## src/rtl/video_timing_gen_param.sv

```systemverilog
// Parametrised raster timing generator: pixel/line counters, blank/sync decode, flip counters,
// frame parity, line-advance strobe and a raster-line interrupt with ack and overrun tracking.
module video_timing_gen_param #(
   parameter int HW         = 9,
   parameter int VW         = 9,
   parameter int H_START    = 128,
   parameter int H_END      = 511,
   parameter int V_START    = 248,
   parameter int V_END      = 511,
   parameter int HBLANK_OFF = 256,
   parameter int HSYNC_ON   = 176,
   parameter int HSYNC_OFF  = 208,
   parameter int VBLANK_ON  = 496,
   parameter int VBLANK_OFF = 272,
   parameter int VSYNC_ON   = 248,
   parameter int VSYNC_OFF  = 256,
   parameter int LINE_ADV   = 176
) (
   input  logic          i_EMU_MCLK,
   input  logic          i_MRST_n,
   input  logic          i_EMU_CLK6MPCEN_n,
   input  logic          i_HFLIP,
   input  logic          i_VFLIP,
   input  logic          i_IRQ_EN,
   input  logic [VW-1:0] i_IRQ_LINE,
   input  logic          i_IRQ_ACK_n,
   output logic [HW-1:0] o_HCNT,
   output logic [VW-1:0] o_VCNT,
   output logic [HW-2:0] o_FLIP_H,
   output logic [VW-2:0] o_FLIP_V,
   output logic          o_HBLANK_n,
   output logic          o_VBLANK_n,
   output logic          o_HSYNC_n,
   output logic          o_VSYNC_n,
   output logic          o_CSYNC_n,
   output logic          o_LINE_STB,
   output logic          o_FRAMEPARITY,
   output logic          o_IRQ_n,
   output logic          o_IRQ_OVR
);

   localparam logic [HW-1:0] H_FIRST  = HW'(H_START);
   localparam logic [HW-1:0] H_LAST   = HW'(H_END);
   localparam logic [HW-1:0] H_PREADV = HW'(LINE_ADV - 1);
   localparam logic [HW-1:0] HB_OFF   = HW'(HBLANK_OFF);
   localparam logic [HW-1:0] HS_ON    = HW'(HSYNC_ON);
   localparam logic [HW-1:0] HS_OFF   = HW'(HSYNC_OFF);
   localparam logic [VW-1:0] V_FIRST  = VW'(V_START);
   localparam logic [VW-1:0] V_LAST   = VW'(V_END);
   localparam logic [VW-1:0] VB_ON    = VW'(VBLANK_ON);
   localparam logic [VW-1:0] VB_OFF   = VW'(VBLANK_OFF);
   localparam logic [VW-1:0] VS_ON    = VW'(VSYNC_ON);
   localparam logic [VW-1:0] VS_OFF   = VW'(VSYNC_OFF);

   function automatic logic hblank_act(input logic [HW-1:0] h);
      return h < HB_OFF;
   endfunction

   function automatic logic hsync_act(input logic [HW-1:0] h);
      return (h >= HS_ON) && (h < HS_OFF);
   endfunction

   function automatic logic vblank_act(input logic [VW-1:0] v);
      return (v >= VB_ON) || (v < VB_OFF);
   endfunction

   function automatic logic vsync_act(input logic [VW-1:0] v);
      return (v >= VS_ON) && (v < VS_OFF);
   endfunction

   logic          pix_en;
   logic          line_adv;
   logic          irq_ack;
   logic          irq_match;
   logic [HW-1:0] hcnt, hcnt_nxt;
   logic [VW-1:0] vcnt, vcnt_nxt;

   assign pix_en   = ~i_EMU_CLK6MPCEN_n;
   assign line_adv = pix_en && (hcnt == H_PREADV);
   assign irq_ack  = pix_en && !i_IRQ_ACK_n;
   assign irq_match = i_IRQ_EN && line_adv && (vcnt_nxt == i_IRQ_LINE)
                      && (i_IRQ_LINE >= V_FIRST) && (i_IRQ_LINE <= V_LAST);

   always_comb begin
      hcnt_nxt = hcnt;
      vcnt_nxt = vcnt;
      if (pix_en)
         hcnt_nxt = (hcnt < H_LAST) ? hcnt + HW'(1) : H_FIRST;
      if (line_adv)
         vcnt_nxt = (vcnt < V_LAST) ? vcnt + VW'(1) : V_FIRST;
   end

   // Decodes are taken from the next-state counters so every pin lines up with o_HCNT/o_VCNT.
   always_ff @(posedge i_EMU_MCLK or negedge i_MRST_n) begin
      if (!i_MRST_n) begin
         hcnt          <= H_FIRST;
         vcnt          <= V_FIRST;
         o_FLIP_H      <= H_FIRST[HW-2:0];
         o_FLIP_V      <= V_FIRST[VW-2:0];
         o_HBLANK_n    <= ~hblank_act(H_FIRST);
         o_VBLANK_n    <= ~vblank_act(V_FIRST);
         o_HSYNC_n     <= ~hsync_act(H_FIRST);
         o_VSYNC_n     <= ~vsync_act(V_FIRST);
         o_CSYNC_n     <= ~hsync_act(H_FIRST) ^ vsync_act(V_FIRST);
         o_LINE_STB    <= 1'b0;
         o_FRAMEPARITY <= 1'b0;
         o_IRQ_n       <= 1'b1;
         o_IRQ_OVR     <= 1'b0;
      end else begin
         hcnt       <= hcnt_nxt;
         vcnt       <= vcnt_nxt;
         o_FLIP_H   <= hcnt_nxt[HW-2:0] ^ {(HW-1){i_HFLIP}};
         o_FLIP_V   <= vcnt_nxt[VW-2:0] ^ {(VW-1){i_VFLIP}};
         o_HBLANK_n <= ~hblank_act(hcnt_nxt);
         o_VBLANK_n <= ~vblank_act(vcnt_nxt);
         o_HSYNC_n  <= ~hsync_act(hcnt_nxt);
         o_VSYNC_n  <= ~vsync_act(vcnt_nxt);
         // Serration: hsync is inverted on vsync lines.
         o_CSYNC_n  <= ~hsync_act(hcnt_nxt) ^ vsync_act(vcnt_nxt);
         if (pix_en)
            o_LINE_STB <= line_adv;
         if (line_adv && (vcnt_nxt == VB_ON))
            o_FRAMEPARITY <= ~o_FRAMEPARITY;
         // A match beats a coincident ack; the ack still clears any overrun.
         if (irq_match) begin
            o_IRQ_n <= 1'b0;
            if (irq_ack)
               o_IRQ_OVR <= 1'b0;
            else if (!o_IRQ_n)
               o_IRQ_OVR <= 1'b1;
         end else if (irq_ack) begin
            o_IRQ_n   <= 1'b1;
            o_IRQ_OVR <= 1'b0;
         end
      end
   end

   assign o_HCNT = hcnt;
   assign o_VCNT = vcnt;

endmodule

```

## config.mk

```make
export PLATFORM = sky130hd
export DESIGN_NAME = video_timing_gen_param
export DESIGN_NICKNAME = d
export VERILOG_FILES = /design/src/rtl/video_timing_gen_param.sv
export SDC_FILE = /design/constraint.sdc
export NUM_CORES = 1
export LEC_CHECK = 0
export ABC_AREA = 1
export CORE_ASPECT_RATIO = 0.9
export CORE_MARGIN = 2
export CORE_UTILIZATION = 53
export DETAILED_ROUTE_END_ITERATION = 7
export MAX_ROUTING_LAYER = met4
export PLACE_DENSITY = 0.85
export SETUP_SLACK_MARGIN = 0.15
export SLEW_MARGIN = 20
export SYNTH_ARGS = -nofsm -noshare
export SYNTH_HDL_FRONTEND = slang
export SYNTH_SLANG_ARGS = --single-unit
```

## constraint.sdc

```tcl
create_clock -name i_EMU_MCLK -period 3.15 [get_ports i_EMU_MCLK]
set_input_delay 0.7875 -clock i_EMU_MCLK [delete_from_list [all_inputs] [get_ports i_EMU_MCLK]]
set_output_delay 0.7875 -clock i_EMU_MCLK [all_outputs]
set_load 0.03 [all_outputs]
```

After elaboration in Yosys (flattened, before gate mapping)
Index checks and enable logic that the tools add are counted.
{"block": "totals", "register_bits": 43, "inputBits": 16}
{"block": "classes", "addsub": 2, "mux": 10, "magnitude_cmp": 11, "n_eq_ne": 4, "n_bitwise": 9, "reduce_logical": 13}
{"operator": "9-bit < comparator, second input constant", "count": 5}
{"operator": "9-bit 2-to-1 mux", "count": 4}
{"operator": "9-bit by 8-bit >= comparator with 1-bit output, second input constant", "count": 3}
{"operator": "9-bit by 1-bit adder with 9-bit output, second input constant", "count": 2}
{"operator": "8-bit bitwise XOR", "count": 2}
{"operator": "9-bit by 8-bit == test with 1-bit output, second input constant", "count": 1}
{"operator": "9-bit == test", "count": 1}
{"operator": "9-bit == test, second input constant", "count": 1}
{"operator": "9-bit >= comparator, second input constant", "count": 1}
{"operator": "9-bit <= comparator, second input constant", "count": 1}
{"operator": "1-bit logical AND", "count": 9}
{"operator": "9-bit by 8-bit < comparator with 1-bit output, second input constant", "count": 1}
{"operator": "1-bit 2-to-1 mux", "count": 6}
{"operator": "1-bit inverter", "count": 6}
{"operator": "2-bit by 1-bit != test with 1-bit output, second input constant", "count": 1}
{"operator": "2-bit AND reduction", "count": 1}
{"operator": "2-bit nonzero test", "count": 1}
{"operator": "1-bit zero test", "count": 1}
{"operator": "1-bit logical OR", "count": 1}
{"operator": "1-bit bitwise XOR", "count": 1}

Longest topological paths before layout
Gate-level depths: netlist (run 1).
{"block": "depth", "depth_word": 9, "ltp_mapped": 16, "depth_no_buf": 16}

Least setup slack after synthesis (run 1)
Ideal clock, no wire load.
{"block": "synth_path", "kind": "reg-to-reg", "start": "register hcnt[0], in the netlist o_HCNT[0]", "end": "register o_FRAMEPARITY", "t_arrival_ns": 1.946, "n_path_buf": 0, "slack_ns": 1.086, "setup_time_ns": 0.118, "required_ns": 3.032, "stages_incl_launch_ff": 11, "cell_sequence": "dfrtp_1 ha_1 nand2_1 nor2_1 nand4_1 nand2_1 nand2_1 nor3_4 nand2_1 nand2_1 nand2_1"}
{"block": "synth_between", "elab_chain_len": 5}
{"item": "start, declared", "line": "75", "rtl": "logic [HW-1:0] hcnt, hcnt_nxt;"}
{"item": "start signal, assigned", "line": "110", "rtl": "hcnt <= hcnt_nxt;"}
{"item": "9-bit by 8-bit == test with 1-bit output (*)", "line": "79", "rtl": "assign line_adv = pix_en && (hcnt == H_PREADV);"}
{"item": "1-bit logical AND (*)", "line": "79"}
{"item": "9-bit 2-to-1 mux", "line": "89", "rtl": "if (line_adv)"}
{"item": "9-bit == test", "line": "122", "rtl": "if (line_adv && (vcnt_nxt == VB_ON))"}
{"item": "1-bit logical AND (*)", "line": "122"}
{"item": "end signal, assigned", "line": "123", "rtl": "o_FRAMEPARITY <= ~o_FRAMEPARITY;"}
{"item": "end, declared", "line": "37", "rtl": "output logic o_FRAMEPARITY,"}
Every way passes the cells marked *; elsewhere a longest branch is shown, timed or not.
A chain may end at the register's enable or synchronous reset.

Worst setup path after layout (run 1)
{"block": "layout_path", "start": "input port i_EMU_CLK6MPCEN_n", "end": "register o_FRAMEPARITY"}
{"block": "layout_between", "elab_chain_len": 5}
{"item": "start, declared", "line": "21", "rtl": "input logic i_EMU_CLK6MPCEN_n,"}
{"item": "1-bit inverter (*)", "line": "78", "rtl": "assign pix_en = ~i_EMU_CLK6MPCEN_n;"}
{"item": "1-bit logical AND (*)", "line": "79"}
{"item": "9-bit 2-to-1 mux", "line": "89"}
{"item": "9-bit == test", "line": "122"}
{"item": "1-bit logical AND (*)", "line": "122"}
Marks and branches as above.

==> flow_metrics.py, run 1 <==
metrics = {
    "final_layout": {
        "antennaDiodeCount": 0,
        "post-route-cell-area_um2": 3172,
        "area_growth_pct": 31.42,
        "layout-drive-gt1-share": 0.1270,
        "nNetsFinal": 395,
        "instances_no_fill": 440,
    },
    "logic_synthesis": {
        "syn-cell-area_um2": 2414,
        "syn_nets": 332,
        "yosysUniqueCellTypes": 29,
        "ys_ff_latch": 42,
        "yosys_warnings": 0,
        "synth_area_per_cell_um2": 7.687,
        "netlist_instances": 314,
        "ys_seq_area_frac": 0.4427,
    },
    "drt": {
        "first_pass_iters": 4,
        "wl_um": 6324,
        "vias": 2295,
        "wl_per_cell_um": 14.37,
        "drt-initial-drc-count": 79,
        "detail-route-antenna-nets": 0,
        "via_per_inst": 5.216,
        "drc": 0,
    },
    "critical_path": {
        "path_max_fanout": 10,
        "cp.arrival_ns": 2.67,
        "startpoint_type": "primary input",
        "worst_setup_path_end_kind": "flip-flop",
        "r2r_start": "o_HCNT[0]",
        "path_class": "in2reg",
        "critPathLaunch": "i_EMU_CLK6MPCEN_n",
        "cp.required_ns": 3.34,
    },
    "clock_tree": {
        "clkSlewWorstSetupHoldPaths_ns": 0.08,
        "cts.sinks": 42,
        "cts_tree": "done",
        "cts_buffers": 5,
        "cts_setup_buffers": 0,
        "clk_latency_ns": 0.30,
        "htreeDepth": 2,
        "cts_buffer_depth": 2,
        "cts_resized": 0,
        "ctsHoldBuffers": 0,
        "root_buffer": "clkbuf_8",
    },
    "grt": {
        "grt_pass1_vias": 2252,
        "grt_antenna_before_repair": 0,
        "grt_max_degree": 43,
        "gr-total-overflow": 0,
        "grt_pass1_wl_um": 10220,
        "track_usage": 0.2823,
    },
    "timing": {
        "fin_crit_sh": 0.7869,
        "finalSetupTns_ns": 0,
        "finalSetupViolCount": 0,
        "max_freq_ghz": 0.4034,
        "rsz0062_at_grt": "false",
        "layout_min_cycle_time_ns": 2.479,
        "finalMaxSlewViolations": 0,
        "hold_viol_final": 0,
        "finClkSkew_ns": 0.005682,
        "relSlewSlack": 0.3803,
        "worstMarginPinSlew_ns": 0.9296,
    },
    "pwr": {
        "ir_drop_mv": 0.6101,
        "p_leak_nw": 1.621,
        "power.total_w": 0.002203,
        "powerDensity_nw_per_um2": 694.4,
    },
    "floorplanning": {
        "initial_core_util": 0.5482,
        "rows": 23,
        "ios": 59,
        "core_um2": 4403,
        "fp.dieH_um": 68.02,
        "die_width_um": 75.13,
        "dieArea_um2": 5110,
    },
    "place": {
        "gp_congestion": 0.9244,
        "dpl_cell_area_um2": 3059,
        "port_buffers": 58,
        "place_inst": 432,
        "dp_hpwl_um": 4935,
    },
    "status": {
        "outcome": "finished clean",
    },
    "hold_path": {
        "hp-class": "reg2reg",
        "hp-start": "o_LINE_STB",
    },
    "flow_run": {
        "drv_cap": 0,
    },
}
[area by class of cell]
class	instances	area (µm²)
Multi-Input combinational cell	216	1131
Fill cell	347	1231
Sequential cell	42	1069
Inverter	53	198.9
Clock buffer	5	68.82
Clock inverter	3	43.79
Tap cell	62	77.57
Timing Repair Buffer	59	583.1
[worst paths after layout]
path                                 end  slack, ns  depth (start not counted)
min reg2reg                   o_LINE_STB       0.50                          2
min                           o_LINE_STB       0.50                          2
max                        o_FRAMEPARITY       0.67                         13
max in group asynchronous    o_FLIP_V[2]       1.94                          1
max reg2reg                    o_IRQ_OVR       0.87                         13
min in group asynchronous    o_FLIP_H[2]       0.63                          1
[where the power goes]
part           switching (W)  internal [W]  total [W]
logic               0.000628      0.000360   0.000988
registers           0.000111      0.000676   0.000787
clock network       0.000191      0.000237   0.000428
[layer usage]
layer / track usage / wire (µm) / share of wire / up-vias
li1: - / - / - / 1086
met1: 0.3311 / 2595 / 0.41 / 1113
met2: 0.4814 / 3234 / 0.51 / 82
met3: 0.05449 / 331 / 0.052 / 14
met4: 0.1096 / 163 / 0.026 / 0
met5: - / 0 / 0 / -
[registers in the layout, indices dropped and copies added (netlist names)]
signal         count
o_CSYNC_n          1
o_FLIP_H           8
o_FLIP_V           8
o_FRAMEPARITY      1
o_HCNT             9
o_HSYNC_n          1
o_IRQ_OVR          1
o_IRQ_n            1
o_LINE_STB         1
o_VBLANK_n         1
o_VCNT             9
o_VSYNC_n          1
[through the flow]
stage          worst slack (ns)  hold WS, ns  utilization
2_1_floorplan             1.086       0.4919            -
3_3_place_gp             0.4570       0.4704       0.6948
3_5_place_dp             0.3759       0.4792       0.6948
4_1_cts                  0.6778       0.5057       0.7204
5_1_grt                  0.5214       0.5255       0.7204
6_report                 0.6711       0.4996       0.7204
[synthesized netlist by cell type]
cell,n,area (µm²)
a211oi_1,1,7.510
a21oi_1,2,10.01
a21oi_4,1,16.27
buf_1,2,7.510
buf_4,1,7.510
clkinv_1,1,3.750
dfrtp_1,28,700.7
dfstp_2,14,367.9
ha_1,2,25.02
inv_1,48,180.2
inv_2,4,15.01
nand2_1,97,364.1
nand2_2,8,50.05
nand2_4,3,33.78
nand3_1,26,130.1
nand3_2,2,20.02
nand3b_1,4,30.03
nand4_1,5,31.28
nor2_1,29,108.9
nor2_2,1,6.260
nor2_4,3,33.78
nor2_8,1,20.02
nor3_1,4,20.02
nor3_4,1,16.27
o21ai_0,5,25.02
o21bai_1,1,7.510
o311ai_0,1,8.760
xnor2_1,1,8.760
xor2_1,18,157.7
[kinds of logic after synthesis]
| group | after synthesis | synth area share |
|---|---|---|
| and+or+nand+nor | 184 | 0.3582 |
| buffers and inverters | 56 | 0.08864 |
| DFF | 42 | 0.4427 |
| xor gates and xnor gates | 19 | 0.06895 |
| AOI/OAI and AO/OA | 11 | 0.03111 |
| adders and majority gates | 2 | 0.01037 |
[placed cells by master (no fill, tap or decap), types with 2 or more instances in the layout]
cell / n
clkdlybuf4s50_1: 57
o21ai_0: 5
nand3_2: 2
inv_2: 4
nand3b_1: 4
nand2_2: 8
nor3_1: 4
nand2_4: 3
ha_1: 2
dfrtp_1: 28
nand4_1: 5
a21oi_1: 2
nand2_1: 97
clkbuf_8: 5
dfstp_2: 14
nand3_1: 26
xor2_1: 18
nor2_1: 29
inv_1: 48
nor2_4: 3
[worst max-delay path, stage by stage]
cell and delay [ns]:
clkdlybuf4s50_1 0.45, inv_2 0.15, nand2_4 0.09, nor2_8 0.17, inv_2 0.07, nor2_4 0.13
nand2_1 0.09, nand2_1 0.18, nand3_1 0.09, nor3_1 0.25, nand2_1 0.09, nand2_1 0.07
nand2_1 0.04
No activity file was read; power rests on OpenSTA's default activity.
==> run 2: changes to the inputs <==
--- a/config.mk
+++ b/config.mk
@@ -8,10 +8,10 @@
 export ABC_AREA = 1
 export CORE_ASPECT_RATIO = 0.9
 export CORE_MARGIN = 2
-export CORE_UTILIZATION = 53
+export CORE_UTILIZATION = 50
 export DETAILED_ROUTE_END_ITERATION = 7
 export MAX_ROUTING_LAYER = met4
-export PLACE_DENSITY = 0.85
+export PLACE_DENSITY = 0.81
 export SETUP_SLACK_MARGIN = 0.15
 export SLEW_MARGIN = 20
 export SYNTH_ARGS = -nofsm -noshare
==> constraint.sdc (replaced) <==
create_clock -name i_EMU_MCLK -period 2.35 [get_ports i_EMU_MCLK]
set_input_delay 0.5875 -clock i_EMU_MCLK [delete_from_list [all_inputs] [get_ports i_EMU_MCLK]]
set_output_delay 0.5875 -clock i_EMU_MCLK [all_outputs]
set_load 0.03 [all_outputs]
==> run 2 against run 1 <==
Cell count is 9.1% higher. Sequential power grew 32%. Wire length increased by 5.2%. Register-to-register slack worse by 0.64 ns. Sequential share of layout area shrank 3.2 points. Hold slack got worse by 0.17 ns. Critical path type is now reg2out.
==> flow_metrics.py, run 2 (same netlist as run 1, synthesis figures left out) <==
metrics = {
    "timing": {
        "fin_crit_sh": 0.9270,
        "relSlewSlack": 0.6569,
        "rsz0062_at_grt": "true",
        "finClkSkew_ns": 0.006175,
        "hold_slack_ns": 0.3285,
        "finalSetupViolCount": 0,
        "finalMaxSlewViolations": 0,
        "hold_viol_final": 0,
        "worstMarginPinSlew_ns": 0.5147,
        "finalSetupTns_ns": 0,
        "layout_min_cycle_time_ns": 2.179,
        "max_freq_ghz": 0.4590,
    },
    "final_layout": {
        "instances_no_fill": 480,
        "layout_common_cells": "nand2_1 (96), clkdlybuf4s50_1 (54), inv_1 (47)",
        "antennaDiodeCount": 0,
        "final_common_cell": "nand2_1",
        "final_core_util": 0.7733,
        "nNetsFinal": 435,
        "layout-drive-gt1-share": 0.2344,
        "area_growth_pct": 45.67,
    },
    "floorplanning": {
        "core_um2": 4547,
        "initial_core_util": 0.5308,
        "rows": 23,
        "die_width_um": 77.24,
        "dieArea_um2": 5400,
        "ios": 59,
        "fp.dieH_um": 69.91,
    },
    "critical_path": {
        "path_max_fanout": 6,
        "cp.depth": 1,
        "critPathLaunch": "o_HCNT[7]",
        "critPathBufInv": 1,
        "cp.required_ns": 1.76,
        "path_cells": "clkdlybuf4s50_1",
        "worst_setup_path_end_kind": "output pin",
        "cp.arrival_ns": 1.59,
        "startpoint_type": "flip-flop",
        "rr_worst_depth": 9,
        "r2r_start": "o_HCNT[0]",
        "cp_top_family": "buffers and inverters",
        "slowest_stage": "clkdlybuf4s50_1",
        "path_class": "reg2out",
        "worst_path_largest_cell_delay_ns": 0.69,
    },
    "clock_tree": {
        "cts_buffer_depth": 2,
        "ctsHoldBuffers": 0,
        "cts.sinks": 42,
        "cts_tree": "done",
        "clk_latency_ns": 0.30,
        "htreeDepth": 2,
        "clkSlewWorstSetupHoldPaths_ns": 0.08,
        "root_buffer": "clkbuf_8",
        "cts_buffers": 5,
    },
    "pwr": {
        "seq_power_share": 0.335,
        "powerDensity_nw_per_um2": 886.0,
        "clkPwrFrac": 0.190,
        "p_switching_w": 0.001259,
        "ir_drop_mv": 0.8981,
        "p_leak_nw": 1.847,
        "p_sw_frac": 0.4042,
        "combPwrFrac": 0.475,
        "p_int_w": 0.001856,
    },
    "drt": {
        "wl_um": 6652,
        "vias": 2389,
        "wl_per_cell_um": 13.86,
        "drt-initial-drc-count": 220,
        "detail-route-antenna-nets": 0,
        "drc": 0,
        "first_pass_iters": 4,
        "via_per_inst": 4.977,
    },
    "status": {
        "outcome": "finished clean",
    },
    "place": {
        "place_inst": 464,
        "gp_congestion": 0.9964,
        "port_buffers": 58,
        "dp_hpwl_um": 5101,
    },
    "grt": {
        "grt_pass1_vias": 2353,
        "gr-total-overflow": 0,
        "grt_antenna_before_repair": 0,
        "grt_pass1_wl_um": 10970,
        "grt_max_degree": 43,
        "track_usage": 0.2639,
    },
    "flow_run": {
        "drv_cap": 0,
    },
    "hold_path": {
        "hp-class": "in2async",
    },
}
## run 2: cell count changes in the layout (fill, tap and decap cells not counted), sizes merged
cell,before,now
inv,53,52
clkinv,2,1
buf,2,42
clkdlybuf4s50,57,54
dlymetal6s2s,0,3
clkbuf,5,7
## run 2: final cells by class
cell class,instances,area (µm²)
clock buffer,7,86.33
clock inverter,1,30.03
fill,352,1031
inverter,53,198.9
multi-input combinational,216,1161
sequential,42,1071
tap,62,77.57
timing repair buffer,99,890.9
## run 2: worst paths after layout
| kind | end | slack [ns] |
|---|---|---|
| max | o_HCNT[7] | 0.17 |
| min | o_FLIP_H[4] | 0.33 |
| max reg2reg | o_VBLANK_n | 0.23 |
| min reg2reg | o_FRAMEPARITY | 0.50 |
| max in group asynchronous | o_HCNT[8] | 1.62 |
| min in group i_EMU_MCLK | o_FRAMEPARITY | 0.50 |
## run 2: worst register-to-register path, stage by stage, from the launching register on
cell and delay, ns:
dfrtp_1 0.38, ha_2 0.22, nand2_1 0.07, nor2_2 0.17
nand4_1 0.24, nand2_1 0.20, nand2_1 0.16, nor3_4 0.35
buf_4 0.17, a211oi_1 0.04
## run 2: power by group through the flow
stage,Sequential [W],Clock (W),Combinational (W)
6_report,0.00104,0.000592,0.00148
5_1_grt,0.00106,0.000629,0.00158
4_1_cts,0.00104,0.000597,0.00144
3_5_place_dp,0.00105,0,0.00143
3_3_place_gp,0.00105,0,0.00139
2_1_floorplan,0.00137,0,0.000472
## run 2: metal layers
metal  vias up  wire [µm]  GRT usage
met2        97       3121     0.4106
met5         -          0          -
met3        10        438    0.04522
met4         0         94    0.08135
li1       1165          -          -
met1      1117       2998     0.3564
## run 2: stage by stage
step / total power (W) / setup WS, ns / area [µm²]
CTS: 0.003080 / 0.1566 / 3426
detailed placement: 0.002479 / -0.1930 / 3299
finish: 0.003115 / 0.1715 / 3516
floorplan: 0.001843 / 0.2859 / 2414
global route: 0.003270 / 0.1224 / 3516
global placement: 0.002440 / -0.1151 / 3299
## run 2: repair_timing
item | 4_1_cts | 5_1_grt
hold endpoints to repair | 0 | 0
setup buffers | 0 | 8
gates resized for setup | 3 | 12
pin swaps | 0 | 6
cloned | 0 | 0
endpoints found under the setup margin | 2 | 7
